<file path="src/rtl/bcd_pkg.sv">
// Shared constants and FSM state type for the binary-to-BCD converter.
package bcd_pkg;

  localparam int BIN_W  = 32;
  localparam int DIGITS = 8;
  localparam int BCD_W  = 4 * DIGITS;
  localparam int CNT_W  = $clog2(BIN_W + 1);

  localparam logic [BIN_W-1:0] MAX_VAL       = 32'd99_999_999;
  localparam logic [BCD_W-1:0] BCD_ALL_NINES = {DIGITS{4'h9}};

  typedef enum logic [1:0] {
    IDLE   = 2'd0,
    SHIFT  = 2'd1,
    FINISH = 2'd2
  } state_t;

endpackage

</file>
<file path="src/rtl/bcd_add3.sv">
// Double-dabble digit correction: nibbles of 5 or more get +3 before the shift.
module bcd_add3 (
  input  logic [3:0] i_nib,
  output logic [3:0] o_nib
);

  assign o_nib = (i_nib >= 4'd5) ? i_nib + 4'd3 : i_nib;

endmodule

</file>
<file path="src/rtl/bin_to_bcd_seq.sv">
// Sequential shift-add-3 binary to packed BCD converter with saturation at MAX_VAL.
//
// state  | meaning
// IDLE   | waiting for start; outputs hold the last result
// SHIFT  | one add-3 + shift-left per clock, BIN_W clocks
// FINISH | publish result (or all nines on overflow), pulse done
module bin_to_bcd_seq
  import bcd_pkg::*;
(
  input  logic             clk,
  input  logic             reset_n,
  input  logic             start,
  input  logic [BIN_W-1:0] bin_in,
  output logic [BCD_W-1:0] bcd_out,
  output logic             overflow,
  output logic             busy,
  output logic             done
);

  state_t             r_state;
  logic [BIN_W-1:0]   r_bin;
  logic [BCD_W-1:0]   r_bcd;
  logic [CNT_W-1:0]   r_cnt;
  logic               r_ovf_pend;
  logic [BCD_W-1:0]   w_bcd_adj;
  logic               w_last;

  for (genvar g = 0; g < DIGITS; g++) begin : g_add3
    bcd_add3 u_add3 (
      .i_nib (r_bcd[4*g +: 4]),
      .o_nib (w_bcd_adj[4*g +: 4])
    );
  end

  assign w_last = (r_cnt == CNT_W'(BIN_W - 1));

  always_ff @(posedge clk or negedge reset_n) begin
    if (!reset_n) begin
      r_state    <= IDLE;
      r_bin      <= '0;
      r_bcd      <= '0;
      r_cnt      <= '0;
      r_ovf_pend <= 1'b0;
      bcd_out    <= '0;
      overflow   <= 1'b0;
      busy       <= 1'b0;
      done       <= 1'b0;
    end else begin
      case (r_state)
        IDLE: begin
          done <= 1'b0;
          if (start) begin
            r_bin      <= bin_in;
            r_bcd      <= '0;
            r_ovf_pend <= (bin_in > MAX_VAL);
            r_cnt      <= '0;
            busy       <= 1'b1;
            r_state    <= SHIFT;
          end
        end
        SHIFT: begin
          // Carries out of the top digit are dropped; saturation covers that case.
          r_bcd <= {w_bcd_adj[BCD_W-2:0], r_bin[BIN_W-1]};
          r_bin <= {r_bin[BIN_W-2:0], 1'b0};
          r_cnt <= r_cnt + CNT_W'(1);
          if (w_last) r_state <= FINISH;
        end
        FINISH: begin
          bcd_out  <= r_ovf_pend ? BCD_ALL_NINES : r_bcd;
          overflow <= r_ovf_pend;
          done     <= 1'b1;
          busy     <= 1'b0;
          r_state  <= IDLE;
        end
        default: r_state <= IDLE;
      endcase
    end
  end

endmodule
</file>
<file path="config.mk">
export PLATFORM = sky130hd
export DESIGN_NAME = bin_to_bcd_seq
export DESIGN_NICKNAME = d
export VERILOG_FILES = /design/src/rtl/bcd_pkg.sv /design/src/rtl/bcd_add3.sv /design/src/rtl/bin_to_bcd_seq.sv
export SDC_FILE = /design/constraint.sdc
export NUM_CORES = 1
export LEC_CHECK = 0
export BUFFER_PORTS_ARGS = -buffer_cell sky130_fd_sc_hd__buf_2
export CORE_AREA = 2 2 114 94
export CTS_CLUSTER_DIAMETER = 50
export DETAILED_ROUTE_END_ITERATION = 6
export DIE_AREA = 0 0 116 96
export PLACE_DENSITY = 0.86
export SETUP_SLACK_MARGIN = 0.05
export SYNTH_ARGS = -nofsm -noshare
export SYNTH_HDL_FRONTEND = slang
export SYNTH_SLANG_ARGS = --single-unit
export TNS_END_PERCENT = 30
</file>
<file path="constraint.sdc">
create_clock -name clk -period 1.65 [get_ports clk]
set_clock_uncertainty 0.1 [all_clocks]
set_input_delay 0.165 -clock clk [delete_from_list [all_inputs] [get_ports clk]]
set_output_delay 0.165 -clock clk [all_outputs]
set_load 0.005 [all_outputs]
</file>
==> flow_summary.toml, run 1 <==
[timing]
fin_crit_sh_pct = 96.6
rsz0062_at_grt = "true"
finalSetupViolations = 0
worst_pin_slew_ps = 481
finalHoldViolations = 0
max_clock_freq_mhz = 627
whs_ps = 5.00
worst_slack_ps = 55.4
finalCriticalPeriod_ps = 1590
slew_violations = 0
finalSetupTns_ps = 0
slew_headroom_pct = 68.0

[cells_and_area]
fin_nets = 689
antenna_cells = 0
nFillCells = 731
fin_util_pct = 66.6
drive_gt1_share_pct = 29.0
syn2layout_area_growth_pct = 31.7

[grt]
antenna_found_initial = 0
grt_pass1_wl_um = 19700
grt_max_degree = 66
grt_pass1_vias = 4168
grt.total_usage_pct = 22.8
globalRouteOverflowTotal = 0

[detailed_routing]
drtIter0Drc = 320
drc_errors = 0
ant_nets = 0
drt-pass1-iter-count = 4
viasPerCell = 5.45
vias = 4260
wl_per_cell_um = 16.2
drt-total-wl_um = 12700

[worst_setup_path]
cp.arrival_ps = 1730
r2r_slack_ps = 60
startpoint_type = "flip-flop"
crit_path_end_kind = "flip-flop"
critPathSlowestCell = "dfrtp_1"
path_max_fanout = 5
path_class = "flip-flop to flip-flop"
cp.required_ps = 1790
cp_cell_sequence = "buf_4, and2b_1, nand4_1, o211ai_1, o31ai_1"
cpPeakStageDelay_ps = 380

[synth]
synthesis.instances = 520
avgSynthCellArea_um2 = 9.72
synth_area_leaders = "dfrtp_1 53%, nand2_1 5.6%, o21ai_0 5.2%, ha_1 4.2%, nor2_1 3.9%"
yosysTopAreaCellShare_pct = 53.5
synth_nets = 572
synth.distinct_cells = 37
yosysSeqAreaShare_pct = 53.5
syn-cell-area_um2 = 5050
synth_edf_count = 0
ys_seq_elements = 108
synth.most_common_cell = "dfrtp_1"
yosys_warnings = 0
ys_async_sr_fraction_pct = 100
synth_ff_type = "dfrtp_1"
yosys-top-cells-count = "108 x dfrtp_1, 76 x nand2_1, 53 x nor2_1, 53 x o21ai_0"
yosysTopAreaCell = "dfrtp_1"

[die]
die_h_um = 96
coreArea_um2 = 9990
die_x_um = 116
fp.dieArea_um2 = 11100
num_io_pins = 70
start_util_pct = 50.6
row_count = 33

[clock_network]
cts_buffers = 9
clk_path_buf_depth = 2
cts_sinks = 108
insertion_delay_ps = 360
h-tree-depth = 3
clkTransAtPathRegs_ps = 70
cts-root-buf = "clkbuf_16"
cts_tree = "yes"

[placed_design]
dp_hpwl_um = 7700
post-place-ws_ps = -89.8
io_buffers = 69
place.gp.congestion = 0.825

[power_and_ir_drop]
p_total_uw = 11300
peakVddDrop_mv = 0.762
leakage_uw = 0.00307
p_per_area_nw_per_um2 = 1690

[hold_path]
hold_path.class = "input pin to flip-flop"

[job]
drv_cap = 0

[status]
status = "complete, no violations"
==> critical path: cells and delay by family, from the launching register on <==
kind                   cells  cell delay, ps
AO/OA/AOI/OAI              2             290
buffers and inverters      1             160
flip-flops                 1             380
AND/OR/NAND/NOR            2             540
==> final cells by class <==
type	instances	area, µm²	share of cell area (%)
clock inverter	7	81.3	1.22
inverter	17	63.8	0.959
sequential	108	2700	40.6
multi-input combinational	362	2400	36.0
timing repair buffer	139	1010	15.2
clock buffer	9	225	3.38
tap	140	175	2.63
==> worst paths after layout <==
check | startpoint | endpoint | cells after the start
min in group asynchronous | reset_n | r_bin[2]$_DFFE_PN0P_ | 2
worst max register to register | r_state[1]$_DFFE_PN0P_ | r_cnt[5]$_DFFE_PN0P_ | 5
worst min register to register | bcd_out[8]$_DFFE_PN0P_ | bcd_out[8]$_DFFE_PN0P_ | 2
worst max-delay path | r_state[1]$_DFFE_PN0P_ | r_cnt[5]$_DFFE_PN0P_ | 5
max in group asynchronous | reset_n | r_bcd[6]$_DFFE_PN0P_ | 3
worst min-delay path | bin_in[15] | r_bin[15]$_DFFE_PN0P_ | 3
==> cells by family (layout without fill, tap and decap cells) <==
logic type | Yosys count | after routing | synth area share, %
buffers and inverters | 50 | 172 | 4.38
XOR/XNOR | 16 | 16 | 2.77
AO/OA/AOI/OAI | 134 | 134 | 16.7
AND/OR/NAND/NOR | 186 | 186 | 16.5
multiplexers | 9 | 9 | 1.96
adder cells (fa/ha/maj) | 17 | 17 | 4.21
flip-flops | 108 | 108 | 53.5
==> sequential cells by signal, indices dropped and copies added, names as in the netlist <==
name / flops
bcd_out: 32
r_bcd: 32
r_bin: 32
r_cnt: 6
r_state: 2
busy: 1
done: 1
overflow: 1
r_ovf_pend: 1
==> placed cells by master (no fill, tap or decap), types with 5 or more instances in the layout <==
master           n
dfrtp_1        108
nand2_1         75
buf_2           68
nor2_1          53
o21ai_0         46
buf_4           39
dlygate4sd3_1   26
nand3_1         25
o31ai_1         21
o22ai_1         17
inv_2           14
a22oi_1         14
nand2b_1        12
clkbuf_16       10
xnor2_1          8
xor2_1           8
a32o_1           8
ha_1             8
mux2_4           6
ha_4             6
nand2b_4         5
==> routing by layer <==
layer  up-vias  wire length, µm  global-route usage (%)
li1       2051                -                       -
met1      2070             5520                    28.8
met2       121             6430                    39.1
met3        18              552                    5.54
met4         0              175                    6.85
met5         -                0                       0
==> metrics by stage <==
| stage | instances | area (µm²) |
|---|---|---|
| after floorplan | 520 | 5060 |
| after global placement | 729 | 5730 |
| after detailed placement | 729 | 5730 |
| after CTS | 774 | 6380 |
| after global routing | 782 | 6660 |
| final | 782 | 6660 |
==> power breakdown <==
part           leakage [µW]  total (µW)  internal [µW]  switching [µW]
Clock              0.000152        2230           1200            1030
Combinational       0.00160        4510           2380            2130
Sequential          0.00131        4520           3640             888
Total               0.00307       11300           7220            4040
==> what timing repair did <==
action / 4_1_cts / 5_1_grt
hold buffers: 26 / 0
buffers inserted: 3 / 7
hold endpoints to repair: 58 / 0
gates cloned: 0 / 1
pin swaps: 2 / 12
resized for setup: 30 / 42
setup endpoints to repair: 58 / 45
Power figures use the tool's default switching activity.
==> run 2: changes to the inputs <==
--- a/config.mk
+++ b/config.mk
@@ -6,10 +6,10 @@
 export NUM_CORES = 1
 export LEC_CHECK = 0
 export BUFFER_PORTS_ARGS = -buffer_cell sky130_fd_sc_hd__buf_2
-export CORE_AREA = 2 2 114 94
+export CORE_AREA = 2 2 84 126
 export CTS_CLUSTER_DIAMETER = 50
 export DETAILED_ROUTE_END_ITERATION = 6
-export DIE_AREA = 0 0 116 96
+export DIE_AREA = 0 0 86 128
 export PLACE_DENSITY = 0.86
 export SETUP_SLACK_MARGIN = 0.05
 export SYNTH_ARGS = -nofsm -noshare
==> flow_summary.toml, run 2 (same netlist as run 1, synthesis figures left out) <==
[cells_and_area]
antenna_cells = 0
syn2layout_area_growth_pct = 32.1
nFillCells = 685
mostFrequentLayoutCells = "106 x dfrtp_1, 75 x nand2_1, 68 x buf_2"
fin_util_pct = 67.0
fin_nets = 687
final_cells = 757
top_regs = "bcd_out x32, r_bcd x32, r_bin x32"
drive_gt1_share_pct = 29.1
final_common_cell = "dfrtp_1"
final_cell_area_um2 = 6680

[grt]
antenna_found_initial = 0
grt_pass1_wl_um = 19800
grt_pass1_vias = 4353
grt_max_degree = 49
grt.total_usage_pct = 22.9
globalRouteOverflowTotal = 0

[timing]
rsz0062_at_grt = "true"
slew_headroom_pct = 66.8
slew_violations = 0
worst_pin_slew_ps = 498
finalCriticalPeriod_ps = 1590
fin_crit_sh_pct = 96.4
max_clock_freq_mhz = 629
finalHoldViolations = 0
finalSetupViolations = 0

[detailed_routing]
viasPerCell = 5.83
vias = 4417
drt-pass1-iter-count = 5
drc_errors = 0
ant_nets = 0
drt-total-wl_um = 12700
drtIter0Drc = 374
wl_per_cell_um = 16.7

[power_and_ir_drop]
seqPwrFrac_pct = 38.9
p_comb_share_pct = 38.8
p_per_area_nw_per_um2 = 1750
p_sw_share_pct = 34.5
power.internal_uw = 7640
peakVddDrop_mv = 0.946
power.switching_uw = 4020
leakage_uw = 0.00307
clkPwrFrac_pct = 22.3

[die]
fp.dieArea_um2 = 11000
start_util_pct = 50.7
row_count = 45
num_io_pins = 70
die_x_um = 86
die_h_um = 128
coreArea_um2 = 9970

[clock_network]
cts-root-buf = "clkbuf_16"
clk_path_buf_depth = 2
h-tree-depth = 3
cts_sinks = 108
insertion_delay_ps = 350
cts_tree = "yes"
cts_buffers = 9
clkTransAtPathRegs_ps = 70

[job]
drv_cap = 0

[worst_setup_path]
path_class = "flip-flop to flip-flop"
startpoint_type = "flip-flop"
crit_path_end_kind = "flip-flop"
cp.required_ps = 1820
cp.arrival_ps = 1760
path_max_fanout = 4

[placed_design]
dp_hpwl_um = 7830
placed_cell_area_um2 = 5660
io_buffers = 69
post-place-cells = 699
place.gp.congestion = 0.820

[hold_path]
hold_path.class = "input pin to flip-flop"

[status]
status = "complete, no violations"
==> run 2: worst paths after layout <==
path                                          from                      end  slack, ps  cells after the start
setup / recovery              r_bcd[5]$_DFFE_PN0P_     r_bcd[6]$_DFFE_PN0P_         60                      6
hold / removal                           bin_in[8]     r_bin[8]$_DFFE_PN0P_          5                      3
setup reg to reg              r_bcd[5]$_DFFE_PN0P_     r_bcd[6]$_DFFE_PN0P_         60                      6
hold reg to reg            bcd_out[12]$_DFFE_PN0P_  bcd_out[12]$_DFFE_PN0P_        370                      2
max in group asynchronous                  reset_n     r_bcd[4]$_DFFE_PN0P_        700                      3
min in group asynchronous                  reset_n    r_bin[18]$_DFFE_PN0P_        220                      2
==> run 2: layer usage <==
layer,global-route usage [%],vias to the layer above,wire (µm)
met2,40.8,160,6900
li1,-,2040,-
met3,4.76,34,609
met1,25.8,2183,4760
met5,0,-,0
met4,10.9,0,399
==> run 2: what timing repair did <==
| item | CTS | global route |
|---|---|---|
| hold endpoints to repair | 61 | 0 |
| buffers inserted | 9 | 4 |
| cloned | 0 | 0 |
| hold buffers | 29 | 0 |
| gates resized for setup | 35 | 44 |
| setup endpoints to repair | 44 | 28 |
| pin swaps | 5 | 12 |
==> run 2: power groups by stage <==
stage	clock [µW]	combinational, µW	sequential (µW)
floorplan	0	2380	4280
detailed placement	0	3460	4460
global placement	0	3190	4370
finish	2600	4520	4530
CTS	2640	3840	4450
global route	2730	4990	4660
==> run 2: critical path, cell delays in order, from the launching register on <==
cell	delay (ps)
dfrtp_1	380
inv_2	80
ha_1	180
nand2b_4	150
a21oi_4	160
mux2_4	320
o21ai_1	140
==> run 2: area by class of cell <==
type	count	area, µm²	area share (%)
clock buffers	10	229	3.43
clock inverters	6	134	2.01
inverters	17	63.8	0.956
multi-input cells	362	2380	35.7
flip-flops and latches	108	2710	40.5
well taps	117	146	2.19
repair buffers	137	1020	15.2
==> run 2: through the flow <==
stage	hold WS, ps	setup WS, ps	total power [µW]	TNS (ps)
finish	4.88	59.8	11700	0
CTS	0.534	44.4	10900	0
floorplan	-231	35.2	6660	0
global placement	60.3	52.9	7560	0
global route	17.6	-3.03	12400	-3.71
detailed placement	59.7	-103	7920	-208
